==> config.mk <==
export PLATFORM = sky130hd
export DESIGN_NAME = ras_ckpt
export DESIGN_NICKNAME = d
export VERILOG_FILES = /design/src/rtl/ras_ckpt_pkg.sv /design/src/rtl/ras_ckpt.sv
export SDC_FILE = /design/constraint.sdc
export NUM_CORES = 1
export LEC_CHECK = 0
export ABC_CLOCK_PERIOD_IN_PS = 4300
export BUFFER_PORTS_ARGS = -buffer_cell sky130_fd_sc_hd__buf_2
export CORE_ASPECT_RATIO = 1.4
export CORE_UTILIZATION = 39
export CTS_CLUSTER_SIZE = 28
export DETAILED_ROUTE_END_ITERATION = 7
export MAX_ROUTING_LAYER = met4
export SLEW_MARGIN = 20
export SYNTH_ARGS = -nofsm -noshare
export SYNTH_HDL_FRONTEND = slang
export SYNTH_SLANG_ARGS = --single-unit
==> constraint.sdc <==
create_clock -name CLK -period 4.3 [get_ports CLK]
set_input_delay 0.645 -clock CLK [delete_from_list [all_inputs] [get_ports CLK]]
set_output_delay 0.645 -clock CLK [all_outputs]
set_load 0.05 [all_outputs]
==> src/rtl/ras_ckpt_pkg.sv <==
// ras_ckpt_pkg: shared sizing and checkpoint type for the return address stack.
//   RAS_DEPTH         default entry count
//   RAS_TARGET_WIDTH  default stored target width (low PC bits)
//   LOG_RAS_DEPTH     pointer width derived from RAS_DEPTH
//   ras_ckpt_t        checkpoint carried in the branch info: {ptr, count[, top]}
// Optional feature macro: RAS_TOP_REPAIR_EN adds the repaired top target to ras_ckpt_t.
package ras_ckpt_pkg;

  localparam int RAS_DEPTH        = 8;
  localparam int RAS_TARGET_WIDTH = 12;
  localparam int LOG_RAS_DEPTH    = $clog2(RAS_DEPTH);

  typedef struct packed {
    logic [LOG_RAS_DEPTH-1:0]    ptr;
    logic [LOG_RAS_DEPTH:0]      count;
`ifdef RAS_TOP_REPAIR_EN
    logic [RAS_TARGET_WIDTH-1:0] top;
`endif
  } ras_ckpt_t;

endpackage

==> src/rtl/ras_ckpt.sv <==
// ras_ckpt: circular return address stack with checkpoint/restore.
//   Overflow silently overwrites the oldest entry; a pop on an empty stack is
//   flagged on pop_underflow and changes nothing. Restore has priority over
//   push/pop and takes effect in one cycle.
// Ports:
//   CLK, RST                 clock, synchronous active-high reset
//   push_valid/push_target   call: push a return target
//   pop_valid                return: pop the top entry
//   top_valid/top_target     current prediction (combinational from state)
//   pop_underflow            pop requested on empty stack with nothing else
//   ckpt_ptr/ckpt_count      current state, for snapshotting
//   restore_valid/_ptr/_count  mispredict recovery
//   ckpt_top/restore_top     only with RAS_TOP_REPAIR_EN
// Optional feature macro: RAS_TOP_REPAIR_EN (restore also rewrites entry[restore_ptr]).
module ras_ckpt
  import ras_ckpt_pkg::*;
#(
  parameter int RAS_DEPTH        = ras_ckpt_pkg::RAS_DEPTH,
  parameter int RAS_TARGET_WIDTH = ras_ckpt_pkg::RAS_TARGET_WIDTH,
  parameter int LOG_RAS_DEPTH    = $clog2(RAS_DEPTH)
) (
  input  logic                        CLK,
  input  logic                        RST,
  input  logic                        push_valid,
  input  logic [RAS_TARGET_WIDTH-1:0] push_target,
  input  logic                        pop_valid,
  output logic                        top_valid,
  output logic [RAS_TARGET_WIDTH-1:0] top_target,
  output logic                        pop_underflow,
  output logic [LOG_RAS_DEPTH-1:0]    ckpt_ptr,
  output logic [LOG_RAS_DEPTH:0]      ckpt_count,
`ifdef RAS_TOP_REPAIR_EN
  output logic [RAS_TARGET_WIDTH-1:0] ckpt_top,
  input  logic [RAS_TARGET_WIDTH-1:0] restore_top,
`endif
  input  logic                        restore_valid,
  input  logic [LOG_RAS_DEPTH-1:0]    restore_ptr,
  input  logic [LOG_RAS_DEPTH:0]      restore_count
);

  localparam logic [LOG_RAS_DEPTH-1:0] PTR_LAST  = LOG_RAS_DEPTH'(RAS_DEPTH - 1);
  localparam logic [LOG_RAS_DEPTH-1:0] PTR_ONE   = LOG_RAS_DEPTH'(1);
  localparam logic [LOG_RAS_DEPTH:0]   CNT_FULL  = (LOG_RAS_DEPTH + 1)'(RAS_DEPTH);
  localparam logic [LOG_RAS_DEPTH:0]   CNT_ONE   = (LOG_RAS_DEPTH + 1)'(1);
  localparam logic [LOG_RAS_DEPTH:0]   CNT_ZERO  = (LOG_RAS_DEPTH + 1)'(0);

  logic [LOG_RAS_DEPTH-1:0]    r_ptr;
  logic [LOG_RAS_DEPTH:0]      r_count;
  logic [RAS_TARGET_WIDTH-1:0] r_entries [RAS_DEPTH];

  logic [LOG_RAS_DEPTH-1:0]    w_ptr_nxt;
  logic [LOG_RAS_DEPTH:0]      w_count_nxt;
  logic                        w_wr_req;
  logic                        w_wr_en;
  logic [LOG_RAS_DEPTH-1:0]    w_wr_idx;
  logic [RAS_TARGET_WIDTH-1:0] w_wr_data;
  logic [RAS_TARGET_WIDTH-1:0] w_top;
  logic                        w_empty;

  // Explicit wrap so non-power-of-2 depths never step past the last entry.
  function automatic logic [LOG_RAS_DEPTH-1:0] ptr_inc(input logic [LOG_RAS_DEPTH-1:0] p);
    if (p == PTR_LAST) ptr_inc = '0;
    else               ptr_inc = p + PTR_ONE;
  endfunction

  function automatic logic [LOG_RAS_DEPTH-1:0] ptr_dec(input logic [LOG_RAS_DEPTH-1:0] p);
    if (p == '0) ptr_dec = PTR_LAST;
    else         ptr_dec = p - PTR_ONE;
  endfunction

  assign w_empty = (r_count == CNT_ZERO);

  // Read port: guarded so an out-of-range pointer can never index past the array.
  always_comb begin
    w_top = '0;
    if (r_ptr <= PTR_LAST) w_top = r_entries[r_ptr];
    else                   w_top = '0;
  end

  assign top_valid     = !w_empty;
  assign top_target    = w_top;
  assign pop_underflow = pop_valid && w_empty && !push_valid && !restore_valid;
  assign ckpt_ptr      = r_ptr;
  assign ckpt_count    = r_count;
`ifdef RAS_TOP_REPAIR_EN
  assign ckpt_top      = w_top;
`endif

  // Next-state and single write-port selection; restore overrides push/pop.
  always_comb begin
    w_ptr_nxt   = r_ptr;
    w_count_nxt = r_count;
    w_wr_req    = 1'b0;
    w_wr_idx    = r_ptr;
    w_wr_data   = push_target;
    if (restore_valid) begin
      w_ptr_nxt   = restore_ptr;
      w_count_nxt = restore_count;
`ifdef RAS_TOP_REPAIR_EN
      w_wr_req    = 1'b1;
      w_wr_idx    = restore_ptr;
      w_wr_data   = restore_top;
`endif
    end else if (push_valid && pop_valid) begin
      // Tail call: replace the top in place.
      w_wr_req = 1'b1;
      w_wr_idx = r_ptr;
      if (w_empty) w_count_nxt = CNT_ONE;
      else         w_count_nxt = r_count;
    end else if (push_valid) begin
      w_ptr_nxt = ptr_inc(r_ptr);
      w_wr_req  = 1'b1;
      w_wr_idx  = ptr_inc(r_ptr);
      if (r_count == CNT_FULL) w_count_nxt = r_count;
      else                     w_count_nxt = r_count + CNT_ONE;
    end else if (pop_valid) begin
      if (!w_empty) begin
        w_ptr_nxt   = ptr_dec(r_ptr);
        w_count_nxt = r_count - CNT_ONE;
      end else begin
        w_ptr_nxt   = r_ptr;
        w_count_nxt = r_count;
      end
    end else begin
      w_ptr_nxt   = r_ptr;
      w_count_nxt = r_count;
    end
  end

  assign w_wr_en = w_wr_req && (w_wr_idx <= PTR_LAST);

  // State and storage registers.
  always_ff @(posedge CLK) begin
    if (RST) begin
      r_ptr   <= '0;
      r_count <= '0;
      for (int i = 0; i < RAS_DEPTH; i++) r_entries[i] <= '0;
    end else begin
      r_ptr   <= w_ptr_nxt;
      r_count <= w_count_nxt;
      if (w_wr_en) r_entries[w_wr_idx] <= w_wr_data;
    end
  end

  // A restored checkpoint must describe a reachable state.
  a_restore_legal: assert property (@(posedge CLK) disable iff (RST)
    restore_valid |-> (restore_count <= CNT_FULL) && (restore_ptr <= PTR_LAST));

endmodule

==> reports/results.tsv <==
metric	value	unit
post-synthesis xor/xnor area fraction	0.170	%
TritonRoute pass-1 iters	4	
pwr dens	425	nW/um^2
Slew HR	30.9	%
Area growth syn-to-layout	13.8	%
GRT Overall Usage	19.5	%
fin nets	439	
multiplexer share of the synthesized area	13.7	%
Post-Place Cells	550	
hold violation count in the final report	0	
RSZ-0062 raised after global routing	false	
critical path depth	4	
fin crit period	3.07	ns
fin crit share	71.4	%
outcome	complete, no violations	
final wirelength	12.1	mm
async set or reset register ratio after synthesis	0	%
Post-Synth Adder-Cell Area	1.85	%
Crit path buffers/inverters	1	
Synth Area in Simple Gates	18.1	%
Post-CTS Setup Bufs	0	
area of the core	12900	sq um
ys flop type	edfxtp_1	
Leakage	2.22	nW
Worst EP arrival	2.42	ns
top achievable clock speed	326	MHz
cts repair resizes	0	
ant diodes	0	
Avg Inst Size Synth	14.0	sq um
first-pass GRT wire length	18.3	mm
Worst Hold Class	primary input to register	
largest net degree at the start of global routing	25	
clock latency at the later pin of the worst-skew pair	0.35	ns
compound-gate portion of the synthesized area	4.01	%
area share of the largest cell type after synthesis	56.0	%
fraction of layout cells with a size suffix above 1	25.7	%
Initial Utilization	40.0	%
Max Slew Vio Count	0	
vias in the first global route	3127	
Die W	99.1	um
port buffer count	44	
Worst Hold Slack	0.540	ns
CTS tree	built	
total power	0.00249	W
CP Cell Sequence	mux4_2, mux2i_1, nor2_1, buf_2	
DR WL/cell	21.3	um
Max Cap Viol	0	
Yosys warnings	0	
Netlist cell types	46	
grt ovf	0	
start point of the worst hold path	restore_count[3]	
total CTS buffers	9	
Slowest Stage Delay on Critical Path	0.91	ns
Die Y-Extent	138	um
cell taking the most area after synthesis	edfxtp_1	
count of final setup violators	0	
DRC viols	0	
die area	13700	sq um
crit path max fanout	24	
initial antenna violation count	0	
gpl congestion	0.790	
Final ANT Viol Nets	0	
drt first-iter violations	127	
number of I/O pins	45	
hold depth	3	
synthesized flop and latch total	106	
Post-synth EDFFs	96	
CTS root buf	clkbuf_16	
setup TNS	0	ns
clk_skew	0.00628	ns
Post-DP HPWL	8.42	mm
drt via density	5.47	
Crit path max-delay family	flip-flops	
Filler Cells Inserted	1182	
CP startpoint kind	register	
number of buffers inserted by hold repair at cts	0	
largest family of logic cells by synthesized area	simple AND/OR/NAND/NOR gates	
Slowest cell on crit path	dfxtp_2	
post-synthesis sequential area ratio	59.8	%
R2R depth	6	
non-filler cells, final	566	
H-tree levels	3	
Worst Path Required	3.65	ns
Worst-path clk slew	0.07	ns
Critical Path End Type	output port	
FP Rows	49	
Sink Count	106	
clk buf depth	2	
Worst Setup Path Type	register to output port	
ranking of synthesized cells by area	edfxtp_1, and2_1, mux4_2	
mapped cell area	5150	sq um
Synth Net Count	398	
Peak VDD IR	0.223	mV
synthesized netlist cell count	367	
r2r startpoint	ckpt_ptr[0]$_SDFFE_PP0P_	
via count	3098	
Least-Margin Pin Slew	1.03	ns
## power breakdown
| part | leakage [nW] | switching, W | internal [W] |
|---|---|---|---|
| clock network | 0.151 | 0.000364 | 0.000509 |
| logic | 0.990 | 0.000251 | 0.000138 |
| registers | 1.08 | 0.0000555 | 0.00117 |
## flip-flops by register name, summed over array words and instances (netlist names), named ones only
signal      flops
ckpt_count      4
ckpt_ptr        3
r_entries      96
## through the flow
stage | worst slack (ns) | util (%) | instance area (sq um)
floorplan | 1.16 | - | 5150
global placement | 1.19 | 43.0 | 5530
detailed placement | 1.03 | 43.0 | 5530
CTS | 1.12 | 45.5 | 5850
global route | 1.04 | 45.5 | 5860
finish | 1.23 | 45.5 | 5860
## logic make-up (layout without fill, tap and decap cells)
family,Yosys count,count (layout)
AOI/OAI and AO/OA,28,28
xor gates and xnor gates,1,1
adders and majority gates,7,7
buffers and inverters,29,75
DFF,106,106
muxes,40,40
and+or+nand+nor,156,156
## metal layers
layer	up-vias	track usage, %	routed length (um)
li1	1441	-	-
met1	1554	21.1	4730
met2	87	35.9	6640
met3	16	3.88	478
met4	0	6.62	217
met5	-	-	0
## cell type report
cell class / count / area [sq um] / area share, %
clock buffers: 9 / 225 / 3.84
clock inverters: 7 / 92.6 / 1.58
inverters: 7 / 26.3 / 0.448
multi-input cells: 232 / 1960 / 33.4
flip-flops and latches: 106 / 3090 / 52.6
well taps: 153 / 191 / 3.27
repair buffers: 52 / 280 / 4.78
## synthesized netlist by cell type (all sizes together), types with 2 or more instances
master and number:
inv 7, nand2b 3, edfxtp 96, or3 3, nor3 12, mux2i 14
o21ai 2, dfxtp 10, a211oi 4, nand3 2, clkbuf 14, nand2 5
a21oi 7, and2 96, nor3b 3, a311oi 2, buf 8, mux4 24
o211ai 2, or2 9, nor2 15, mux2 2, nor2b 3, ha 6
## final timing paths
| path | slack (ns) | endpoint |
|---|---|---|
| max | 1.23 | top_target[8] |
| min | 0.54 | ckpt_count[3]$_SDFFE_PP0P_ |
| max reg2reg | 1.28 | r_entries[3][10]$_SDFFCE_PN0P_ |
| min reg2reg | 0.57 | register |
## tightest hold or removal path: stages
cell and delay [ns]:
buf_2 0.08, nand3b_1 0.06, o221ai_1 0.07
## placed cells by master (no fill, tap or decap), types with 3 or more instances in the layout
| cell type | instances |
|---|---|
| dfxtp_1 | 8 |
| a21oi_1 | 7 |
| nor2b_1 | 3 |
| ha_1 | 6 |
| mux4_2 | 24 |
| a211oi_1 | 4 |
| nor2_1 | 15 |
| and2_1 | 96 |
| clkbuf_16 | 9 |
| nand2b_1 | 3 |
| edfxtp_1 | 96 |
| buf_4 | 8 |
| mux2i_1 | 14 |
| nor3_1 | 12 |
| inv_1 | 7 |
| buf_2 | 44 |
| nand2_1 | 5 |
| or2_2 | 8 |
| or3_1 | 3 |
No activity file was read; power rests on OpenSTA's default activity.
